## src/rtl/clock_pkg.sv

```systemverilog
// Shared definitions for the period meter: FSM state encoding and default lock depth.
package clock_pkg;

  typedef enum logic [1:0] {
    IDLE  = 2'd0,
    ARM   = 2'd1,
    TRACK = 2'd2
  } pm_state_e;

  localparam int LOCK_CNT_DEF = 4;

endpackage

```

## src/rtl/sync_edge.sv

```systemverilog
// Two-flop synchronizer for an asynchronous level plus any-change edge detect.
module sync_edge (
  input  logic clk,
  input  logic rst_n,
  input  logic sig_in,
  output logic sig_edge
);

  logic s_p0;
  logic s_p1;
  logic prev_p2;

  always_ff @(posedge clk or negedge rst_n) begin
    if (!rst_n) begin
      s_p0    <= 1'b0;
      s_p1    <= 1'b0;
      prev_p2 <= 1'b0;
    end else begin
      s_p0    <= sig_in;
      s_p1    <= s_p0;
      prev_p2 <= s_p1;
    end
  end

  // Combinational so the FSM registers the result one cycle after s_p1 settles.
  assign sig_edge = s_p1 ^ prev_p2;

endmodule

```

## src/rtl/period_meter.sv

```systemverilog
// Measures clk cycles between transitions of an asynchronous divided clock,
// flags lock after repeated equal measurements and times out on a stalled input.
module period_meter
  import clock_pkg::*;
#(
  parameter int BITS     = 8,
  parameter int LOCK_CNT = LOCK_CNT_DEF
) (
  input  logic            clk,
  input  logic            rst_n,
  input  logic            sig_in,
  output logic [BITS-1:0] half_period,
  output logic            valid,
  output logic            locked,
  output logic            timeout
);

  localparam logic [BITS-1:0] CNT_MAX = '1;
  localparam logic [3:0]      LOCK_V  = 4'(LOCK_CNT);

  pm_state_e       state_q, state_n;
  logic [BITS-1:0] cnt_q, cnt_n;
  logic [3:0]      mcnt_q, mcnt_n;
  logic [BITS-1:0] hp_n;
  logic            valid_n, locked_n, timeout_n;
  logic            sig_edge;

  function automatic logic [BITS-1:0] cnt_sat_inc(input logic [BITS-1:0] v);
    return (v == CNT_MAX) ? v : v + BITS'(1);
  endfunction

  function automatic logic [3:0] match_sat_inc(input logic [3:0] v);
    return (v >= LOCK_V) ? LOCK_V : v + 4'd1;
  endfunction

  sync_edge u_sync (
    .clk      (clk),
    .rst_n    (rst_n),
    .sig_in   (sig_in),
    .sig_edge (sig_edge)
  );

  always_comb begin
    state_n   = state_q;
    cnt_n     = cnt_q;
    mcnt_n    = mcnt_q;
    hp_n      = half_period;
    valid_n   = 1'b0;
    timeout_n = 1'b0;
    locked_n  = (mcnt_q == LOCK_V);
    case (state_q)
      IDLE: begin
        cnt_n = '0;
        if (sig_edge) begin
          state_n = ARM;
          cnt_n   = BITS'(1);
        end
      end
      ARM, TRACK: begin
        // An edge on the saturating cycle wins over the timeout.
        if (sig_edge) begin
          hp_n    = cnt_q;
          valid_n = 1'b1;
          cnt_n   = BITS'(1);
          state_n = TRACK;
          if (state_q == ARM) begin
            mcnt_n = 4'd1;
          end else if (cnt_q == half_period) begin
            mcnt_n = match_sat_inc(mcnt_q);
          end else begin
            mcnt_n   = 4'd1;
            locked_n = 1'b0;
          end
        end else if (cnt_q == CNT_MAX) begin
          timeout_n = 1'b1;
          locked_n  = 1'b0;
          mcnt_n    = '0;
          cnt_n     = '0;
          state_n   = IDLE;
        end else begin
          cnt_n = cnt_sat_inc(cnt_q);
        end
      end
      default: begin
        state_n = IDLE;
        cnt_n   = '0;
        mcnt_n  = '0;
      end
    endcase
  end

  always_ff @(posedge clk or negedge rst_n) begin
    if (!rst_n) begin
      state_q     <= IDLE;
      cnt_q       <= '0;
      mcnt_q      <= '0;
      half_period <= '0;
      valid       <= 1'b0;
      locked      <= 1'b0;
      timeout     <= 1'b0;
    end else begin
      state_q     <= state_n;
      cnt_q       <= cnt_n;
      mcnt_q      <= mcnt_n;
      half_period <= hp_n;
      valid       <= valid_n;
      locked      <= locked_n;
      timeout     <= timeout_n;
    end
  end

endmodule
```

## config.mk

```make
export PLATFORM = sky130hd
export DESIGN_NAME = period_meter
export DESIGN_NICKNAME = d
export VERILOG_FILES = /design/src/rtl/clock_pkg.sv /design/src/rtl/sync_edge.sv /design/src/rtl/period_meter.sv
export SDC_FILE = /design/constraint.sdc
export NUM_CORES = 1
export LEC_CHECK = 0
export ABC_AREA = 1
export BUFFER_PORTS_ARGS = -buffer_cell sky130_fd_sc_hd__clkbuf_2
export CAP_MARGIN = 20
export CORE_MARGIN = 3
export CORE_UTILIZATION = 35
export DETAILED_ROUTE_END_ITERATION = 10
export PLACE_DENSITY = 0.52
export SYNTH_ARGS = -nofsm -noshare
export SYNTH_HDL_FRONTEND = slang
export SYNTH_SLANG_ARGS = --single-unit
```

## constraint.sdc

```tcl
create_clock -name clk -period 2 [get_ports clk]
set_clock_uncertainty 0.1 [all_clocks]
set_input_delay 0.1 -clock clk [delete_from_list [all_inputs] [get_ports clk]]
set_output_delay 0.1 -clock clk [all_outputs]
set_load 0.005 [all_outputs]
```

==> results.py <==
metrics = {
    "synth": {
        "seq_area_frac_synth_pct": 44.2,
        "synth-edff-count": 0,
        "synth_top_family_by_area": "simple AND/OR/NAND/NOR gates",
        "yosysTopAreaCell": "dfrtp_1",
        "synthFlopType": "dfrtp_1",
        "ys_ff_latch": 28,
        "synth-simple-area-share_pct": 34.2,
        "async_flop_share_pct": 100,
        "synthAdderAreaFrac_pct": 5.52,
        "synth_area_mm2": 0.00159,
        "synth_nets": 225,
        "netlist_instances": 215,
        "synth_area_leaders": "dfrtp_1 (44%), nand2_1 (18%), inv_1 (7.8%), ha_1 (5.5%), nor2_1 (4.3%)",
        "synth_most_common_cell": "nand2_1",
        "ys_types": 22,
        "synth_area_per_cell_um2": 7.38,
        "synth_mux_area_share_pct": 0,
        "synth-warning-count": 0,
        "synth_compound_area_share_pct": 5.13,
        "netlist_top_cells_count": "nand2_1 (77), inv_1 (33), dfrtp_1 (28)",
        "synth_top_area_share_pct": 44.2,
        "synth-xor-area-share_pct": 1.10,
    },
    "timing": {
        "worstMarginPinSlew_ns": 0.724,
        "tns_ns": 0,
        "relSlewSlack_pct": 51.7,
        "rsz0062_at_grt": "no",
        "fin_crit_sh_pct": 85.8,
        "slew_violations": 0,
        "setup_viol": 0,
        "fmax_ghz": 0.583,
        "period_minus_slack_ns": 1.72,
        "postLayoutSetupSlackWorst_ns": 0.285,
        "finalHoldViolCount": 0,
    },
    "worst_setup_path": {
        "critPathMaxFanout": 12,
        "critPathRequiredTime_ns": 2.10,
        "cp_common_cell": "inv_1",
        "path_cells": "inv_1, ha_1, inv_1, nor2_4, buf_4, o21bai_1",
        "critPathMaxStageDelay_ns": 0.41,
        "crit_family": "buffers and inverters",
        "worst-path-buf-inv": 3,
        "crit_path_start_kind": "flop",
        "critical-path-slowest-cell": "dfrtp_1",
        "critical_path_arrival_ns": 1.82,
        "critPathKind": "reg2reg",
        "end_kind": "flop",
    },
    "global_route": {
        "antenna_found_initial": 0,
        "grt_pass1_vias": 1125,
        "grt.overflow.total": 0,
        "grt_usage_pct": 12.6,
        "grt_max_degree": 29,
        "grt_pass1_wl_mm": 5.22,
    },
    "power": {
        "power.density_mw_per_mm2": 1050,
        "leakagePower_nw": 0.925,
        "power_frac_clock_pct": 19.4,
        "vdd_drop_max_uv": 561,
        "switching_share_pct": 41.0,
        "p_int_mw": 1.10,
        "p_seq_share_pct": 39.0,
        "switching_power_uw": 763,
        "pwr-share-comb_pct": 41.7,
    },
    "final_layout": {
        "synthToLayoutAreaGrowth_pct": 11.9,
        "diodes": 0,
        "finalNetCount": 243,
        "drive_above_1_share_pct": 15.5,
        "num-fill-cells": 426,
    },
    "floorplanning": {
        "die_h_um": 73.3,
        "fp-row-count": 23,
        "io_pins": 14,
        "die_area_mm2": 0.00538,
        "die_w_um": 73.3,
        "start_util_pct": 38.0,
        "core_area_mm2": 0.00417,
    },
    "clock_tree": {
        "clk_pin_slew_worst_paths_ns": 0.10,
        "clock_latency_ns": 0.28,
        "cts_htree_levels": 1,
        "root_buffer": "clkbuf_8",
        "cts_tree": "built",
        "cts.path.max_buffers": 2,
        "clkSinkCount": 28,
        "cts_buffers": 3,
    },
    "drt": {
        "via_per_inst": 4.45,
        "vias": 1254,
        "drt_iter0_drc": 42,
        "remaining_drc_errors": 0,
        "post_drt_wl_per_cell_um": 11.0,
        "postRouteAntennaNets": 0,
        "routed_wirelength_mm": 3.10,
        "drtPass1Iterations": 4,
    },
    "placed_design": {
        "dp_hpwl_mm": 2.35,
        "gp_congestion": 0.780,
        "pre_cts_ws_ns": 0.302,
        "port_buffers": 13,
    },
    "worst_hold_path": {
        "holdCritPathClass": "reg2reg",
    },
    "run": {
        "drv_cap": 0,
    },
    "run_status": {
        "status": "complete, no violations",
    },
}
-- cell usage in the layout, fill, tap and decap left out, drive strengths merged, types with 4 or more instances in the layout --
cell,netlist,layout
dfrtp,28,28
inv,36,36
a21oi,4,4
nor2,24,24
o21ai,10,10
nand3,9,9
nor3,4,4
nand2,85,85
clkbuf,0,17
ha,7,7
-- sequential cells by signal, summed over array words and instances, names as in the netlist --
register,count
half_period,8
locked,1
u_sync.s_p1,1
valid,1
mcnt_q,4
cnt_q,8
state_q,2
timeout,1
u_sync.s_p0,1
u_sync.prev_p2,1
-- cells by family (layout without fill, tap and decap cells) --
| logic type | count (synthesis) | after routing |
|---|---|---|
| fa+ha+maj | 7 | 7 |
| xor+xnor | 2 | 2 |
| compound gates | 15 | 15 |
| flops | 28 | 28 |
| buf+inv | 39 | 56 |
| simple gates | 124 | 124 |
-- power groups by stage --
| stage | Combinational (mW) | Clock (mW) | Sequential (mW) |
|---|---|---|---|
| floorplan | 0.622 | 0 | 0.722 |
| CTS | 0.789 | 0.373 | 0.729 |
| global placement | 0.782 | 0 | 0.738 |
| finish | 0.776 | 0.361 | 0.726 |
| detailed placement | 0.783 | 0 | 0.740 |
| global route | 0.895 | 0.397 | 0.743 |
-- final cells by class --
type                            count  area, um2  area share [%]
Multi-Input combinational cell    148        729            41.1
Sequential cell                    28        701            39.5
Inverter                           36        135            7.61
Timing Repair Buffer               16       92.6            5.21
Tap cell                           50       62.6            3.52
Clock buffer                        4       55.1            3.10
-- layer usage --
layer,wire (um),share of wire [%],GRT usage (%),vias up
met2,1320,42,19.5,25
met3,126,4.1,3.28,2
li1,-,-,-,677
met4,29,0.94,4.43,0
met5,0,0,0,-
met1,1630,53,17.2,550
-- repair_timing --
item                                   CTS  global route
setup endpoints to repair                0             0
endpoints found under the hold margin   29             0
buffers inserted                         0             0
hold buffers                             2             0
resized for setup                        0             0
-- per-stage QoR --
stage	hold WS, ns	util, %	instances	instance area [um2]	power, mW
global placement	0.0995	40.7	276	1700	1.52
finish	0.257	42.5	282	1780	1.86
global route	0.282	42.5	282	1780	2.03
detailed placement	0.0968	40.7	276	1700	1.52
CTS	0.261	42.5	282	1780	1.89
floorplan	-0.296	-	215	1590	1.34
-- worst register-to-register path, delay by kind of cell, from the launching register on --
family	cells	cell delay, ns
flip-flops	1	0.41
AO/OA/AOI/OAI	1	0.12
AND/OR/NAND/NOR	1	0.27
buffers and inverters	3	0.41
adder cells (fa/ha/maj)	1	0.34
-- final timing paths --
kind | slack, ns | start | cells after the start | end
max in group asynchronous | 1.04 | rst_n | 2 | u_sync.prev_p2
worst min register to register | 0.26 | u_sync.s_p0 | 0 | u_sync.s_p1
worst max-delay path | 0.28 | state_q[0] | 6 | state_q[1]
min in group asynchronous | 0.30 | rst_n | 2 | cnt_q[1]
worst min-delay path | 0.26 | u_sync.s_p0 | 0 | u_sync.s_p1
worst max register to register | 0.28 | state_q[0] | 6 | state_q[1]
(Power assumes the default switching activity.)
